`config.mk`:
```
export PLATFORM = sky130hd
export DESIGN_NAME = instruction_decode_stage
export DESIGN_NICKNAME = d
export VERILOG_FILES = /design/src/rtl/vr16_pkg.sv /design/src/rtl/decode_skid_buffer.sv /design/src/rtl/instruction_decode_stage.sv
export SDC_FILE = /design/constraint.sdc
export NUM_CORES = 1
export LEC_CHECK = 0
export ABC_CLOCK_PERIOD_IN_PS = 2980
export BUFFER_PORTS_ARGS = -buffer_cell sky130_fd_sc_hd__buf_2
export CAP_MARGIN = 20
export CORE_MARGIN = 10
export CORE_UTILIZATION = 53
export DETAILED_ROUTE_END_ITERATION = 8
export PLACE_DENSITY = 0.86
export SLEW_MARGIN = 40
export SYNTH_ARGS = -nofsm -noshare
export SYNTH_HDL_FRONTEND = slang
export SYNTH_SLANG_ARGS = --single-unit
```
`constraint.sdc`:
```
create_clock -name clk -period 2.98 [get_ports clk]
set_input_delay 0.447 -clock clk [delete_from_list [all_inputs] [get_ports clk]]
set_output_delay 0.447 -clock clk [all_outputs]
set_load 0.1 [all_outputs]
```
`src/rtl/vr16_pkg.sv`:
```
`default_nettype none
// ============================================================================
//  Package     : vr16_pkg
//  Description : Shared types and helpers for the VR16 decode stage.
//                - Default instruction field widths.
//                - op_class_e, the decoded instruction class code.
//                - opcode_to_class(), the opcode-to-class table.
//  Revision    : 1.0  initial release
// ============================================================================
package vr16_pkg;

    localparam int DEF_INSTR_W  = 16;
    localparam int DEF_OPCODE_W = 4;
    localparam int DEF_REG_W    = 2;
    localparam int DEF_IMM_W    = 4;

    localparam int OP_CLASS_W   = 3;

    typedef enum logic [OP_CLASS_W-1:0] {
        OPCL_NOP     = 3'd0,
        OPCL_ALU_REG = 3'd1,
        OPCL_ALU_IMM = 3'd2,
        OPCL_LOAD    = 3'd3,
        OPCL_STORE   = 3'd4,
        OPCL_BRANCH  = 3'd5,
        OPCL_JUMP    = 3'd6,
        OPCL_ILLEGAL = 3'd7
    } op_class_e;

    // The table is defined for the 16 opcodes of the default 4-bit field.
    // The opcode is passed zero-extended, so any wider opcode value falls
    // into the ILLEGAL class.
    function automatic op_class_e opcode_to_class(input logic [31:0] opc);
        op_class_e cls;
        case (opc)
            32'd0:                             cls = OPCL_NOP;
            32'd1, 32'd2, 32'd3, 32'd4,
            32'd5, 32'd6, 32'd7:               cls = OPCL_ALU_REG;
            32'd8, 32'd9:                      cls = OPCL_ALU_IMM;
            32'd10:                            cls = OPCL_LOAD;
            32'd11:                            cls = OPCL_STORE;
            32'd12:                            cls = OPCL_BRANCH;
            32'd13:                            cls = OPCL_JUMP;
            default:                           cls = OPCL_ILLEGAL;
        endcase
        return cls;
    endfunction

endpackage : vr16_pkg
`default_nettype wire

```
`src/rtl/decode_skid_buffer.sv`:
```
`default_nettype none
// ============================================================================
//  Module      : decode_skid_buffer
//  Description : Two-entry FIFO-ordered skid buffer with valid/ready on both
//                sides. All handshake outputs come from registered state.
//  Ports       : clk, reset (sync, active-high), flush (drops all entries)
//                in_data/in_valid/in_ready   - upstream handshake
//                out_data/out_valid/out_ready - downstream handshake (head)
//                deliver - high in a cycle whose rising edge completes a
//                          delivery (out_valid && out_ready, not flushed)
//  Parameters  : WIDTH - entry width in bits
//  Revision    : 1.0  initial release
// ============================================================================
module decode_skid_buffer #(
    parameter int WIDTH = 8
) (
    input  logic             clk,
    input  logic             reset,
    input  logic             flush,
    input  logic [WIDTH-1:0] in_data,
    input  logic             in_valid,
    output logic             in_ready,
    output logic [WIDTH-1:0] out_data,
    output logic             out_valid,
    input  logic             out_ready,
    output logic             deliver
);

    logic [1:0]       r_count;
    logic [WIDTH-1:0] r_head;
    logic [WIDTH-1:0] r_tail;

    logic             w_push;
    logic             w_pop;

    assign in_ready  = (r_count != 2'd2);
    assign out_valid = (r_count != 2'd0);
    assign out_data  = r_head;

    // A flush on the same edge cancels both the accept and the delivery.
    assign w_push  = in_valid && in_ready && !flush;
    assign w_pop   = out_valid && out_ready && !flush;
    assign deliver = w_pop;

    always_ff @(posedge clk) begin
        if (reset) begin
            r_count <= 2'd0;
            r_head  <= '0;
            r_tail  <= '0;
        end else if (flush) begin
            r_count <= 2'd0;
        end else begin
            case ({w_push, w_pop})
                2'b10: begin
                    if (r_count == 2'd0) begin
                        r_head <= in_data;
                    end else begin
                        r_tail <= in_data;
                    end
                    r_count <= r_count + 2'd1;
                end
                2'b01: begin
                    // Harmless when only one entry is held: the head
                    // is invalid afterwards.
                    r_head  <= r_tail;
                    r_count <= r_count - 2'd1;
                end
                2'b11: begin
                    // Push needs count < 2 and pop needs count > 0, so the
                    // buffer holds exactly one entry here. The new word
                    // replaces the departing head and the count is unchanged.
                    r_head <= in_data;
                end
                default: begin
                end
            endcase
        end
    end

endmodule : decode_skid_buffer
`default_nettype wire

```
`src/rtl/instruction_decode_stage.sv`:
```
`default_nettype none
// ============================================================================
//  Module      : instruction_decode_stage
//  Description : Splits a raw instruction word into
//                opcode | reg_a | reg_b | reg_c | reg_d | imm_value
//                (MSB to LSB) and classifies the opcode. Up to two decoded
//                entries are buffered in FIFO order. Also counts deliveries.
//  Ports       : clk, reset (sync, active-high), flush
//                instruction/in_valid/in_ready - upstream handshake
//                out_valid/out_ready           - downstream handshake
//                opcode, reg_a..reg_d, imm_value, op_class - head entry
//                decoded_count - deliveries made, wraps at 16 bits
//                illegal_trap  - only with ILLEGAL_OPCODE_TRAP_EN defined
//  Options     : ILLEGAL_OPCODE_TRAP_EN - adds illegal_trap, a one-cycle
//                pulse after an ILLEGAL-class word is delivered
//  Revision    : 1.0  initial release
// ============================================================================
module instruction_decode_stage
    import vr16_pkg::*;
#(
    parameter int INSTR_W  = DEF_INSTR_W,
    parameter int OPCODE_W = DEF_OPCODE_W,
    parameter int REG_W    = DEF_REG_W,
    parameter int IMM_W    = DEF_IMM_W
) (
    input  logic                clk,
    input  logic                reset,
    input  logic [INSTR_W-1:0]  instruction,
    input  logic                in_valid,
    output logic                in_ready,
    input  logic                flush,
    output logic                out_valid,
    input  logic                out_ready,
    output logic [OPCODE_W-1:0] opcode,
    output logic [REG_W-1:0]    reg_a,
    output logic [REG_W-1:0]    reg_b,
    output logic [REG_W-1:0]    reg_c,
    output logic [REG_W-1:0]    reg_d,
    output logic [IMM_W-1:0]    imm_value,
    output logic [2:0]          op_class,
    output logic [15:0]         decoded_count
`ifdef ILLEGAL_OPCODE_TRAP_EN
    ,
    output logic                illegal_trap
`endif
);

    localparam int C_IMM_LSB  = 0;
    localparam int C_REGD_LSB = C_IMM_LSB  + IMM_W;
    localparam int C_REGC_LSB = C_REGD_LSB + REG_W;
    localparam int C_REGB_LSB = C_REGC_LSB + REG_W;
    localparam int C_REGA_LSB = C_REGB_LSB + REG_W;
    localparam int C_OPC_LSB  = C_REGA_LSB + REG_W;
    localparam int C_ENTRY_W  = OP_CLASS_W + INSTR_W;

    generate
        if (INSTR_W != OPCODE_W + 4 * REG_W + IMM_W) begin : g_bad_widths
            $fatal(1, "instruction_decode_stage: INSTR_W must equal OPCODE_W + 4*REG_W + IMM_W");
        end
    endgenerate

    op_class_e              w_in_class;
    logic [C_ENTRY_W-1:0]   w_in_entry;
    logic [C_ENTRY_W-1:0]   w_head_entry;
    logic                   w_deliver;
    logic [15:0]            r_decoded_count;

    // Classify on the way in so each buffered entry carries its class
    // beside the raw word.
    assign w_in_class = opcode_to_class(32'(instruction[C_OPC_LSB +: OPCODE_W]));
    assign w_in_entry = {w_in_class, instruction};

    decode_skid_buffer #(
        .WIDTH     (C_ENTRY_W)
    ) u_skid (
        .clk       (clk),
        .reset     (reset),
        .flush     (flush),
        .in_data   (w_in_entry),
        .in_valid  (in_valid),
        .in_ready  (in_ready),
        .out_data  (w_head_entry),
        .out_valid (out_valid),
        .out_ready (out_ready),
        .deliver   (w_deliver)
    );

    // The fields are slices of the registered head entry. They hold steady
    // while stalled and read as zero after reset.
    assign opcode    = w_head_entry[C_OPC_LSB  +: OPCODE_W];
    assign reg_a     = w_head_entry[C_REGA_LSB +: REG_W];
    assign reg_b     = w_head_entry[C_REGB_LSB +: REG_W];
    assign reg_c     = w_head_entry[C_REGC_LSB +: REG_W];
    assign reg_d     = w_head_entry[C_REGD_LSB +: REG_W];
    assign imm_value = w_head_entry[C_IMM_LSB  +: IMM_W];
    assign op_class  = w_head_entry[C_ENTRY_W-1 -: OP_CLASS_W];

    // Flush leaves the count alone. w_deliver is already low on a flush edge.
    always_ff @(posedge clk) begin
        if (reset) begin
            r_decoded_count <= 16'd0;
        end else if (w_deliver) begin
            r_decoded_count <= r_decoded_count + 16'd1;
        end
    end

    assign decoded_count = r_decoded_count;

`ifdef ILLEGAL_OPCODE_TRAP_EN
    logic r_illegal_trap;

    always_ff @(posedge clk) begin
        if (reset) begin
            r_illegal_trap <= 1'b0;
        end else begin
            r_illegal_trap <= w_deliver && (op_class == OPCL_ILLEGAL);
        end
    end

    assign illegal_trap = r_illegal_trap;
`endif

endmodule : instruction_decode_stage
`default_nettype wire
```
==> reports/metrics.cfg, run 1 <==
[timing]
fin_crit_ns=2.25
finClkSkew_ns=0.00587
fin_tns_setup_ns=0
slew_viol_final=0
fin_crit_sh_pct=75.7
setup_viol_count_final=0
relSlewSlack_pct=61.2
hold_violations=0
timing.fmax_ghz=0.444
rsz0062_at_grt=no
worst_pin_slew_ns=0.583

[placement]
dp_hpwl_um=3970
io_buffers=57
place.gp.congestion=0.783

[setup_path]
r2r-start=u_skid.r_count[0]
worst_setup_path_start_kind=flop
crit_type=flop to flop
worstPathRequired_ns=3.20
cp-end-kind=flop
reg2reg_slack_ns=0.73
r2r_end=u_skid.out_data[10]
crit_path_max_fanout=38
r2r_cells=9
arrival_ns=2.47

[pwr]
power.switching_uw=433
vdd_drop_max_v=0.000252
combPwrFrac_pct=15.0
power_density_nw_per_um2=530
p_sw_share_pct=28.9
p_seq_share_pct=51.7
p_leak_uw=0.00107
totalPowerFinal_uw=1500
p_int_uw=1070
p_clk_share_pct=33.3

[cts]
h-tree-depth=2
cts.sinks=56
clk_root_buffer_cell=clkbuf_8
numCtsBuffers=5
path_clk_slew_ns=0.10
postCtsHoldBufs=0
clock_path_buffers=2
clk_latency_ns=0.31
cts_setup_buffers=0
ctsResizeCount=0
cts_tree=built

[worst_hold_path]
hp-start=instruction[2]
min_path_cells=3
min_to=u_skid.r_tail[2]
hp-class=input pin to flop

[run_status]
status=finished, final reports clean

[detailed_routing]
drt-pass1-iter-count=4
num_vias=2107
wl_um=5550
detail-route-antenna-nets=0
route.detailed.drc=0
viasPerCell=5.50
wire_per_inst_um=14.5
drtIter0Drc=129

[floorplanning]
die_x_um=87.5
start_util_pct=55.1
die_area_um2=7660
ioPinCount=58
core_um2=4380
core.rowCount=24
dieHeight_um=87.5

[global_routing]
grt_usage_pct=14.4
grt_first_pass_wirelength_um=9090
antenna_found_initial=0
grt_pass1_vias=1971
grt_overflow=0
grt_max_degree=39

[cells_and_area]
final_util_pct=64.6
drive_above_1_share_pct=21.5
syn2layout_area_growth_pct=17.1
nets=355
final_common_cell=buf_2
antennaDiodeCount=0
final_cell_mix=57 x buf_2, 56 x dfxtp_1, 45 x nand2_1

[yosys]
synth.area.top_cells=dfxtp_1 46%, mux2i_1 7.9%, nand2_1 7.0%
synth.avg_cell_area_um2=8.60
syn_nets=306
synth_seq_cells=56
netlist_instances=281
yosysTopAreaCell=dfxtp_1
yosys_warnings=0
yosysSeqAreaShare_pct=46.4
synth_cell_types=35
netlist_area_um2=2420
synth_top_area_share_pct=46.4

[run]
maxCapViolCount=0

==> logic make-up after synthesis <==
| logic type | count (synthesis) | synth area share [%] |
|---|---|---|
| AND/OR/NAND/NOR | 110 | 21.0 |
| AO/OA/AOI/OAI | 57 | 14.4 |
| adder cells (fa/ha/maj) | 4 | 2.07 |
| multiplexers | 20 | 8.33 |
| XOR/XNOR | 10 | 3.62 |
| buffers and inverters | 24 | 4.19 |
| flip-flops | 56 | 46.4 |
==> stage by stage <==
step                cells  worst slack (ns)  hold WS, ns  cell area, µm²
global placement      375             0.563        0.441            2720
global route          383             0.393        0.376            2830
finish                383             0.726        0.378            2830
CTS                   383             0.701        0.376            2830
detailed placement    375             0.448        0.447            2720
floorplan             281             0.196        0.432            2420
==> sequential cells by signal (all words and copies together), names as in the netlist <==
| register | count |
|---|---|
| u_skid.out_data | 19 |
| u_skid.r_tail | 19 |
| u_skid.r_count | 2 |
| decoded_count | 16 |
==> critical path: stages, from the launching register on <==
cell and delay [ns]:
dfxtp_1 0.43, nor2_1 0.16, nor2_1 0.29, inv_1 0.11, ha_1 0.20, o21ai_0 0.10, nor3b_2 0.20, buf_4 0.35
nor2_1 0.08, a211oi_1 0.23
==> Yosys cell counts, drive strengths merged <==
| cell | count |
|---|---|
| nand2b | 2 |
| o21ai | 5 |
| nor3 | 3 |
| or2 | 1 |
| nand2 | 45 |
| and4 | 1 |
| a311oi | 1 |
| o31ai | 4 |
| inv | 5 |
| nand3 | 4 |
| xor2 | 4 |
| mux2i | 19 |
| nor4 | 3 |
| buf | 7 |
| or3b | 1 |
| dfxtp | 56 |
| or3 | 5 |
| a21oi | 27 |
| o21a | 1 |
| xnor2 | 6 |
| mux2 | 1 |
| nor3b | 1 |
| a211oi | 18 |
| ha | 4 |
| nand4 | 3 |
| nor2b | 1 |
| a31oi | 1 |
| clkbuf | 12 |
| or4 | 4 |
| nor4b | 2 |
| nor2 | 31 |
| nand3b | 2 |
| and2 | 1 |
==> routing by layer <==
metal	wire [µm]	GRT usage [%]
met1	2440	16.9
met2	2810	25.0
met3	244	3.44
met4	61	4.78
met5	0	0
==> worst max path at each step <==
stage	startpoint	end	slack (ns)	depth (start not counted)
after floorplan	u_skid.r_count[0]	u_skid.out_data[0]	0.20	10
after global placement	flush	u_skid.out_data[17]	0.56	10
after detailed placement	flush	u_skid.out_data[7]	0.45	10
after CTS	u_skid.r_count[0]	u_skid.out_data[10]	0.70	9
after global routing	u_skid.r_count[0]	u_skid.out_data[13]	0.39	9
final	u_skid.r_count[0]	u_skid.out_data[10]	0.73	9
==> power groups by stage <==
stage,clock (µW),sequential [µW],combinational [µW]
2_1_floorplan,0,901,69.5
3_3_place_gp,0,792,224
3_5_place_dp,0,793,227
4_1_cts,503,776,227
5_1_grt,534,778,241
6_report,499,775,226
==> layout make-up <==
| type | count | area, µm² |
|---|---|---|
| Clock buffer | 6 | 72.6 |
| Sequential cell | 56 | 1120 |
| Multi-Input combinational cell | 201 | 1200 |
| Tap cell | 52 | 65.1 |
| Timing Repair Buffer | 61 | 315 |
| Inverter | 5 | 18.8 |
| Fill cell | 359 | 1550 |
| Clock inverter | 2 | 38.8 |
Note: power is estimated with default switching activity, not from simulation.
==> run 2: changes to the inputs <==
ABC_CLOCK_PERIOD_IN_PS = 2000   (was 2980)
CORE_UTILIZATION = 48   (was 53)
PLACE_DENSITY = 0.83   (was 0.86)
clock period = 2 ns   (was 2.98 ns; I/O delays follow)
==> run 2 against run 1 <==
Clock-buffer cell count unchanged. Clock skew is 0.0025 ns higher. Total power is 43% higher. Via count increased by 1.8%. Combinational power increased by 60%. Final area grew 5.4%. Cell count is 5.5% higher. Sequential share of layout area is 1.3 points lower. Setup slack got worse by 0.54 ns. Largest cell class unchanged. Highest routed layer unchanged.
==> reports/metrics.cfg, run 2 (synthesis gave the netlist of run 1 again) <==
[global_routing]
grt_pass1_vias=2105  ; was 1971
antenna_found_initial=0  ; unchanged
grt_first_pass_wirelength_um=9490  ; was 9090 µm
grt_max_degree=53  ; was 39
grt_overflow=0  ; unchanged
grt_usage_pct=13.4  ; was 14.4%

[timing]
relSlewSlack_pct=64.2  ; was 61.2%
rsz0062_at_grt=no  ; unchanged
worst_pin_slew_ns=0.537  ; was 0.583 ns
finClkSkew_ns=0.00841  ; was 0.00587 ns
timing.fmax_ghz=0.550  ; was 0.444 GHz
fin_crit_ns=1.82  ; was 2.25 ns
slew_viol_final=0  ; unchanged
fin_crit_sh_pct=91.0  ; was 75.7%
setup_viol_count_final=0  ; unchanged
fin_tns_setup_ns=0  ; unchanged
hold_violations=0  ; unchanged

[cts]
clk_root_buffer_cell=clkbuf_8  ; unchanged
postCtsHoldBufs=0  ; unchanged
numCtsBuffers=5  ; unchanged
h-tree-depth=2  ; unchanged
cts.sinks=56  ; unchanged
clock_path_buffers=2  ; unchanged
clk_latency_ns=0.30  ; was 0.31 ns
path_clk_slew_ns=0.10  ; about the same
cts_tree=built  ; unchanged

[floorplanning]
core.rowCount=25  ; was 24
start_util_pct=50.2  ; was 55.1%
ioPinCount=58  ; unchanged
die_x_um=91.0  ; was 87.5 µm
dieHeight_um=91.0  ; was 87.5 µm
core_um2=4820  ; was 4380 µm²
die_area_um2=8270  ; was 7660 µm²

[detailed_routing]
wl_um=5780  ; was 5550 µm
detail-route-antenna-nets=0  ; unchanged
num_vias=2145  ; was 2107
wire_per_inst_um=14.3  ; was 14.5 µm
drt-pass1-iter-count=4  ; unchanged
drtIter0Drc=124  ; was 129
viasPerCell=5.31  ; was 5.50
route.detailed.drc=0  ; unchanged

[run]
maxCapViolCount=0  ; unchanged

[setup_path]
slowest_delay_ns=0.41  ; was 0.43 ns
worstPathRequired_ns=2.22  ; was 3.20 ns
arrival_ns=2.04  ; was 2.47 ns
crit_path_max_fanout=19  ; was 38
cpMostUsedCell=nor2_2  ; was nor2_1
cp-end-kind=flop  ; unchanged
critPathBufInv=2  ; unchanged
crit_chain=nor2_2 -> nor2_2 -> inv_1 -> ha_1 -> o21ai_2 -> nor3b_4 -> buf_12 -> nor2_1 -> a311oi_1  ; was nor2_1 -> nor2_1 -> inv_1 -> ha_1 -> o21ai_0 -> nor3b_2 -> buf_4 -> nor2_1 -> a211oi_1
crit_type=flop to flop  ; unchanged
worst_setup_path_start_kind=flop  ; unchanged
crit_path_top_delay_cell=dfxtp_2  ; was dfxtp_1
path_delay_family=simple AND/OR/NAND/NOR gates  ; unchanged

[cells_and_area]
multiInputGateArea_um2=1220  ; was 1200 µm²
final_cell_mix=57 x buf_2, 45 x nand2_1, 44 x dfxtp_1  ; was 57 x buf_2, 56 x dfxtp_1, 45 x nand2_1
syn2layout_area_growth_pct=23.5  ; was 17.1%
nFillCells=468  ; was 359
finalNonFillerCells=404  ; was 383
seqCellArea_um2=1140  ; was 1120 µm²
final_util_pct=62.0  ; was 64.6%
nets=362  ; was 355
final_area_um2=2990  ; was 2830 µm²
final_common_cell=buf_2  ; unchanged
antennaDiodeCount=0  ; unchanged
drive_above_1_share_pct=28.2  ; was 21.5%

[run_status]
status=finished, final reports clean  ; unchanged

[pwr]
vdd_drop_max_v=0.000385  ; was 0.000252 V
power_density_nw_per_um2=717  ; was 530 nW/µm²
totalPowerFinal_uw=2140  ; was 1500 µW
p_leak_uw=0.00112  ; was 0.00107 µW

[worst_hold_path]
hp-class=input pin to flop  ; unchanged

[placement]
io_buffers=57  ; unchanged
placed_cell_area_um2=2860  ; was 2720 µm²
placed_cells=395  ; was 375
dp_hpwl_um=4030  ; was 3970 µm
place.gp.congestion=0.809  ; was 0.783

run 2: cell count changes in the layout (fill, tap and decap cells not counted), moves of 3 or more:
cell,previous run,this run
buf_12,0,3
buf_4,4,7
dfxtp_1,56,44
dfxtp_4,0,3
dfxtp_2,0,9
nor2_2,0,3
nor2_1,31,28
run 2: worst paths after layout:
path,from,endpoint,slack [ns],depth (start not counted)
max,u_skid.r_count[1],u_skid.out_data[17],0.18,9
min,reset,decoded_count[11],0.23,2
max reg2reg,u_skid.r_count[1],u_skid.out_data[17],0.18,9
min reg2reg,u_skid.r_tail[14],u_skid.r_tail[14],0.46,2
run 2: final cells by class:
class                           instances  area share, %
Multi-Input combinational cell        201           41.0
Inverter                                5          0.629
Tap cell                               67           2.81
Timing Repair Buffer                   68           14.2
Clock buffer                            6           2.77
Clock inverter                          1          0.293
Sequential cell                        56           38.3
run 2: worst reg2reg max path: cells and delay by family, from the launching register on:
family,cells,cell delay [ns]
AO/OA/AOI/OAI,2,0.32
adder cells (fa/ha/maj),1,0.20
AND/OR/NAND/NOR,4,0.54
flip-flops,1,0.41
buffers and inverters,2,0.27
run 2: report_power, final:
part | internal (µW) | switching (µW) | total [µW]
clock network | 277 | 349 | 626
registers | 1140 | 15.0 | 1150
logic | 86.3 | 275 | 361
total | 1500 | 639 | 2140
run 2: repair_timing:
| item | CTS | global route |
|---|---|---|
| resized for setup | 0 | 1 |
| endpoints found under the setup margin | 0 | 13 |
| setup buffers | 0 | 1 |
run 2: per-stage QoR:
stage / setup WS [ns] / hold WS, ns
2_1_floorplan: 0.00683 / 0.370
3_3_place_gp: 0.132 / 0.440
3_5_place_dp: 0.0272 / 0.446
4_1_cts: 0.118 / 0.225
5_1_grt: 0.0200 / 0.231
6_report: 0.181 / 0.233
run 2: metal layers:
metal	vias up	track usage (%)	share of wire, %
met1	1012	14.8	45
met2	38	23.4	49
met5	-	0	0
met3	4	4.03	4.8
li1	1091	-	-
met4	0	5.35	1.0
